## src/rtl/mem_req_sequencer.sv

```systemverilog
// Front end between a core and the cache model: one outstanding load/store, level-dependent
// response latency, and saturating hit/miss statistics.
module mem_req_sequencer #(
    parameter int DATA_WIDTH = 32,
    parameter int ADDR_WIDTH = 8,
    parameter int L1_LAT     = 1,
    parameter int L2_LAT     = 4,
    parameter int MM_LAT     = 20,
    parameter int CNT_WIDTH  = 32
) (
    input  logic                  clk,
    input  logic                  rst,
    input  logic                  req_valid,
    output logic                  req_ready,
    input  logic                  req_we,
    input  logic [ADDR_WIDTH-1:0] req_addr,
    input  logic [DATA_WIDTH-1:0] req_wdata,
    output logic                  resp_valid,
    input  logic                  resp_ready,
    output logic [DATA_WIDTH-1:0] resp_rdata,
    output logic                  cm_write_en,
    output logic [ADDR_WIDTH-1:0] cm_address,
    output logic [DATA_WIDTH-1:0] cm_write_data,
    input  logic [DATA_WIDTH-1:0] cm_read_data,
    input  logic                  cm_l1_hit,
    input  logic                  cm_l2_hit,
    input  logic                  stat_clr,
    output logic [CNT_WIDTH-1:0]  stat_l1_hits,
    output logic [CNT_WIDTH-1:0]  stat_l2_hits,
    output logic [CNT_WIDTH-1:0]  stat_mm_reads,
    output logic [CNT_WIDTH-1:0]  stat_writes,
    output logic [1:0]            dbg_state
);

    // Both handshakes are plain valid/ready: a transfer happens on a rising edge where valid
    // and ready are both high; the sender holds its payload stable until that edge.

    localparam int MAX_LAT_12 = (L1_LAT > L2_LAT) ? L1_LAT : L2_LAT;
    localparam int MAX_LAT    = (MAX_LAT_12 > MM_LAT) ? MAX_LAT_12 : MM_LAT;
    localparam int LAT_W      = (MAX_LAT < 2) ? 1 : $clog2(MAX_LAT + 1);

    typedef enum logic [1:0] {
        S_IDLE   = 2'd0,
        S_LOOKUP = 2'd1,
        S_WAIT   = 2'd2,
        S_RESP   = 2'd3
    } state_t;

    state_t                r_state;
    state_t                w_next;
    logic                  r_we;
    logic [ADDR_WIDTH-1:0] r_addr;
    logic [DATA_WIDTH-1:0] r_wdata;
    logic [DATA_WIDTH-1:0] r_rdata;
    logic [LAT_W-1:0]      r_cnt;
    logic [CNT_WIDTH-1:0]  r_l1_hits;
    logic [CNT_WIDTH-1:0]  r_l2_hits;
    logic [CNT_WIDTH-1:0]  r_mm_reads;
    logic [CNT_WIDTH-1:0]  r_writes;

    logic                  w_accept;
    logic                  w_lookup;
    logic [LAT_W-1:0]      w_lat;
    logic                  w_sel_l1;
    logic                  w_sel_l2;
    logic                  w_sel_mm;
    logic                  w_sel_wr;

    function automatic logic [CNT_WIDTH-1:0] sat_inc(input logic [CNT_WIDTH-1:0] v,
                                                     input logic en);
        return (en && (v != '1)) ? v + 1'b1 : v;
    endfunction

    assign req_ready     = rst && (r_state == S_IDLE);
    assign w_accept      = req_valid && req_ready;
    assign w_lookup      = (r_state == S_LOOKUP);
    assign resp_valid    = (r_state == S_RESP);
    assign resp_rdata    = r_rdata;
    assign cm_write_en   = w_lookup && r_we;
    assign cm_address    = r_addr;
    assign cm_write_data = r_wdata;
    assign stat_l1_hits  = r_l1_hits;
    assign stat_l2_hits  = r_l2_hits;
    assign stat_mm_reads = r_mm_reads;
    assign stat_writes   = r_writes;
    assign dbg_state     = r_state;

    // L1 hit takes priority over L2; writes always pay main-memory latency (write-through).
    always_comb begin
        w_sel_l1 = 1'b0;
        w_sel_l2 = 1'b0;
        w_sel_mm = 1'b0;
        w_sel_wr = 1'b0;
        w_lat    = LAT_W'(MM_LAT);
        if (r_we) begin
            w_sel_wr = w_lookup;
        end else if (cm_l1_hit) begin
            w_sel_l1 = w_lookup;
            w_lat    = LAT_W'(L1_LAT);
        end else if (cm_l2_hit) begin
            w_sel_l2 = w_lookup;
            w_lat    = LAT_W'(L2_LAT);
        end else begin
            w_sel_mm = w_lookup;
        end
    end

    always_comb begin
        w_next = r_state;
        case (r_state)
            S_IDLE:   if (w_accept) w_next = S_LOOKUP;
            S_LOOKUP: w_next = (w_lat == LAT_W'(1)) ? S_RESP : S_WAIT;
            S_WAIT:   if (r_cnt == LAT_W'(1)) w_next = S_RESP;
            S_RESP:   if (resp_ready) w_next = S_IDLE;
            default:  w_next = S_IDLE;
        endcase
    end

    always_ff @(posedge clk or negedge rst) begin
        if (!rst) begin
            r_state <= S_IDLE;
        end else begin
            r_state <= w_next;
        end
    end

    always_ff @(posedge clk or negedge rst) begin
        if (!rst) begin
            r_we    <= 1'b0;
            r_addr  <= '0;
            r_wdata <= '0;
        end else if (w_accept) begin
            r_we    <= req_we;
            r_addr  <= req_addr;
            r_wdata <= req_wdata;
        end
    end

    // Response data and the latency count are both fixed in the single LOOKUP cycle.
    always_ff @(posedge clk or negedge rst) begin
        if (!rst) begin
            r_rdata <= '0;
            r_cnt   <= '0;
        end else if (w_lookup) begin
            r_rdata <= r_we ? r_wdata : cm_read_data;
            r_cnt   <= w_lat - LAT_W'(1);
        end else if (r_state == S_WAIT) begin
            r_cnt   <= r_cnt - LAT_W'(1);
        end
    end

    always_ff @(posedge clk or negedge rst) begin
        if (!rst) begin
            r_l1_hits  <= '0;
            r_l2_hits  <= '0;
            r_mm_reads <= '0;
            r_writes   <= '0;
        end else if (stat_clr) begin
            r_l1_hits  <= '0;
            r_l2_hits  <= '0;
            r_mm_reads <= '0;
            r_writes   <= '0;
        end else begin
            r_l1_hits  <= sat_inc(r_l1_hits, w_sel_l1);
            r_l2_hits  <= sat_inc(r_l2_hits, w_sel_l2);
            r_mm_reads <= sat_inc(r_mm_reads, w_sel_mm);
            r_writes   <= sat_inc(r_writes, w_sel_wr);
        end
    end

endmodule
```

## config.mk

```make
export PLATFORM = sky130hd
export DESIGN_NAME = mem_req_sequencer
export DESIGN_NICKNAME = d
export VERILOG_FILES = /design/src/rtl/mem_req_sequencer.sv
export SDC_FILE = /design/constraint.sdc
export NUM_CORES = 1
export LEC_CHECK = 0
export CORE_UTILIZATION = 53
export DETAILED_ROUTE_END_ITERATION = 16
export PLACE_DENSITY = 0.86
export SETUP_SLACK_MARGIN = 0.05
export SLEW_MARGIN = 15
export SYNTH_ARGS = -nofsm -noshare
export SYNTH_HDL_FRONTEND = slang
export SYNTH_SLANG_ARGS = --single-unit
```

## constraint.sdc

```tcl
create_clock -name clk -period 4.1 [get_ports clk]
set_clock_uncertainty 0.05 [all_clocks]
set_input_delay 0.82 -clock clk [delete_from_list [all_inputs] [get_ports clk]]
set_output_delay 0.82 -clock clk [all_outputs]
set_load 0.005 [all_outputs]
```

==> results.md <==
- Result of the run: finished, final reports clean
- Worst voltage drop across the vdd grid: 476 µV
- Port bufs: 284
- Most area-hungry cell type in the Yosys netlist: sky130_fd_sc_hd__dfrtp_1
- Hold Fails Final Rpt: 0
- Total setup buffers inserted after CTS: 0
- Nature of the critical path endpoint: primary output
- Total count of max-transition violations in the final report: 0
- Pin count of the biggest net entering global routing: 94
- Crit path time final: roughly 3600 ps
- Number of maximum-capacitance violations: 0
- TritonCTS buffer count: 24
- Worst max-slew margin expressed relative to the limit: 34.7%
- Number of sinks on the clock net: 208
- TritonCTS clock tree: built
- Number of remaining DRC errors: 0
- Worst reg2reg startpoint: dbg_state[1]
- Routed length per instance: 19.0 µm
- Endpoint of the worst register-to-register path: stat_writes[22]
- R2R setup slack: 910 ps
- Static leakage: about 5.6 nW
- Count of TritonRoute iterations in the first routing pass: 5
- Cells after synthesis: ~1100
- End point of the critical path: cm_write_en
- Sequential area share after synthesis: 48.9%
- Mapped Area: 10700 µm²
- Antenna viol nets, final: 0
- Number of setup violations in the final report: 0
- Design Power: ~0.0073 W
- Clock transition at the register clock pins on the worst setup and hold paths after CTS: approximately 60 ps
- Fraction of registers with async set/reset: 100%
- Half-perimeter wire length after placement: 21.6 mm
- Yosys warns: 0
- Number of resized instances in the post-cts repair step: 0
- CTS Hold Bufs: 0
- Site Rows: 51
- All-Layer GR Usage: 30.4%
- Area inside the core boundary: ~20000 µm²
- Starting density of the core: 54.4%
- Bufs on Longest Clock Path: 3
- RSZ-0062 raised after global routing: no
- Boundary Pins: ~290
- Final core occ: 74.3%
- Final worst path period share: 88.7%
- CP required: 3230 ps
- Transition time at the pin with the least slew margin: 967 ps
- Synth top cells by count: 208 x sky130_fd_sc_hd__dfrtp_1, 114 x sky130_fd_sc_hd__a21oi_1, 89 x sky130_fd_sc_hd__nor2_1
- Worst setup SP type: flop
- Worst hold path type: primary input to async pin
- Largest cells by area after synthesis: sky130_fd_sc_hd__dfrtp_1 49%, sky130_fd_sc_hd__mux2_2 5.8%, sky130_fd_sc_hd__a21oi_1 5.4%
- Predominant post-synthesis flop cell: sky130_fd_sc_hd__dfrtp_1
- Syn-to-layout area delta: 36.7%
- Net count after synthesis: between 1000 and 1500
- R2r worst-path depth: 8
- Die extent in y: between 100 and 150 µm
- Global route total overflow: 0
- Routability congestion estimate from global placement: 0.872
- Kind of critical path: flop to primary output
- Critical path arrival: 2770 ps
- Vias after detailed routing: around 9900
- Insertion delay to the later sink of the worst-skew pair: 510 ps
- Htree depth: 1
- Library cell used as clock root buffer: sky130_fd_sc_hd__clkbuf_16
- Most common cell in the synthesized netlist: sky130_fd_sc_hd__dfrtp_1
- DR vias/cell: 6.08
- Total routed wirelength: just over 30 mm
- Violation count after the first detailed-route iteration: 576
- Maximum fanout encountered on the critical timing path: 69
- FMAX: 275 MHz
- Post-synth EDFFs: 0
- Synth top area share: 48.9%
- Mapped Avg Cell Area: about 9.8 µm²
- Die Outline Area: 20700 µm²
- Width of the die: 144 µm
- PwrDens: 501 nW/µm²
- Final total negative setup slack: 0 ps
- Number of antenna violations at the first check in global routing: 0
- Global-route wire length before repair: 49.8 mm
- N_diodes: 0
- Layout cell share with drive strength beyond 1: 9.48%
- Flip-flop and latch count after synthesis: ~210
- Launch point of the worst path: dbg_state[1]
- Net count, final: 1445
- Number of global-route vias before repair: ~9800
- Unique masters post-synth: 55
## critical path: stages, from the launching register on
cell	delay [ps]
sky130_fd_sc_hd__dfrtp_1	420
sky130_fd_sc_hd__inv_1	160
sky130_fd_sc_hd__ha_2	200
sky130_fd_sc_hd__buf_4	550
sky130_fd_sc_hd__nand2_1	200
sky130_fd_sc_hd__inv_1	180
sky130_fd_sc_hd__clkdlybuf4s50_1	550
## cells in the final DEF (no fill, tap or decap), types with 11 or more instances in the layout
| cell | synthesis | routed |
|---|---|---|
| sky130_fd_sc_hd__and2_1 | 11 | 11 |
| sky130_fd_sc_hd__nor2b_1 | 14 | 14 |
| sky130_fd_sc_hd__mux2i_1 | 36 | 36 |
| sky130_fd_sc_hd__and3_1 | 12 | 12 |
| sky130_fd_sc_hd__a211oi_1 | 13 | 13 |
| sky130_fd_sc_hd__a21oi_1 | 114 | 114 |
| sky130_fd_sc_hd__nor3_1 | 17 | 17 |
| sky130_fd_sc_hd__clkbuf_16 | 0 | 25 |
| sky130_fd_sc_hd__clkdlybuf4s50_1 | 0 | 282 |
| sky130_fd_sc_hd__or4_1 | 34 | 34 |
| sky130_fd_sc_hd__nand2_1 | 60 | 59 |
| sky130_fd_sc_hd__and4_1 | 15 | 15 |
| sky130_fd_sc_hd__dfrtp_1 | 208 | 207 |
| sky130_fd_sc_hd__buf_4 | 1 | 14 |
| sky130_fd_sc_hd__o21ai_0 | 50 | 50 |
| sky130_fd_sc_hd__nand4_1 | 46 | 46 |
| sky130_fd_sc_hd__xnor2_1 | 22 | 22 |
| sky130_fd_sc_hd__o31ai_1 | 33 | 33 |
| sky130_fd_sc_hd__nand3_1 | 44 | 44 |
| sky130_fd_sc_hd__inv_1 | 21 | 21 |
| sky130_fd_sc_hd__mux2_2 | 55 | 55 |
| sky130_fd_sc_hd__or3_1 | 44 | 44 |
| sky130_fd_sc_hd__ha_1 | 12 | 11 |
| sky130_fd_sc_hd__nor4_1 | 24 | 22 |
| sky130_fd_sc_hd__nor2_1 | 89 | 89 |
## power by group
part	switching, W	internal [W]	total [W]
Sequential	0.000320	0.00248	0.00280
Clock	0.000854	0.00136	0.00222
Combinational	0.00103	0.00125	0.00228
Total	0.00220	0.00509	0.00729
## stage by stage
step	hold WS, ps	cells	cell area (µm²)	worst slack (ps)
3_5_place_dp	448	1592	13700	486
5_1_grt	175	1636	14600	287
2_1_floorplan	408	1088	10700	1240
6_report	170	1636	14600	462
4_1_cts	162	1636	14500	457
3_3_place_gp	428	1592	13700	552
## state kept, by name, indices dropped and copies added (netlist names)
name and flops:
cm_address 8, cm_write_data 32, r_we 1, dbg_state 2, stat_writes 32, r_cnt 5, stat_l1_hits 32, stat_mm_reads 32
stat_l2_hits 32, resp_rdata 32
## area by class of cell
type	count	area [µm²]
timing repair buffer	297	2940
tap	265	332
multi-input combinational	801	5170
inverter	21	78.8
clock inverter	8	90.1
clock buffer	36	737
sequential	208	5210
fill	1378	5030
## how the worst min path moves through the flow
| stage | from | end | slack [ps] | cells after the start |
|---|---|---|---|---|
| 2_1_floorplan | r_cnt[3] | r_cnt[3] | 410 | 1 |
| 3_3_place_gp | r_cnt[3] | r_cnt[3] | 430 | 1 |
| 3_5_place_dp | cm_address[5] | cm_address[5] | 450 | 1 |
| 4_1_cts | rst | stat_l1_hits[18] | 160 | 1 |
| 5_1_grt | rst | stat_l1_hits[27] | 170 | 1 |
| 6_report | rst | stat_l1_hits[18] | 170 | 1 |
## kinds of logic (layout without fill, tap and decap cells)
group,Yosys count,count (layout),synth area share (%)
adders and majority gates,12,12,1.41
muxes,91,91,9.20
AOI/OAI and AO/OA,236,236,13.0
xor gates and xnor gates,26,26,2.14
buffers and inverters,79,362,2.91
DFF,208,208,48.9
and+or+nand+nor,436,436,22.5
## layer usage
metal / share of wire [%] / wire length (µm) / global-route usage, %
met1: 38 / 11700 / 36.0
met2: 50 / 15600 / 53.7
met3: 8.7 / 2720 / 7.33
met4: 3.2 / 995 / 10.8
met5: 0 / 0 / 0
(Power assumes the default switching activity.)
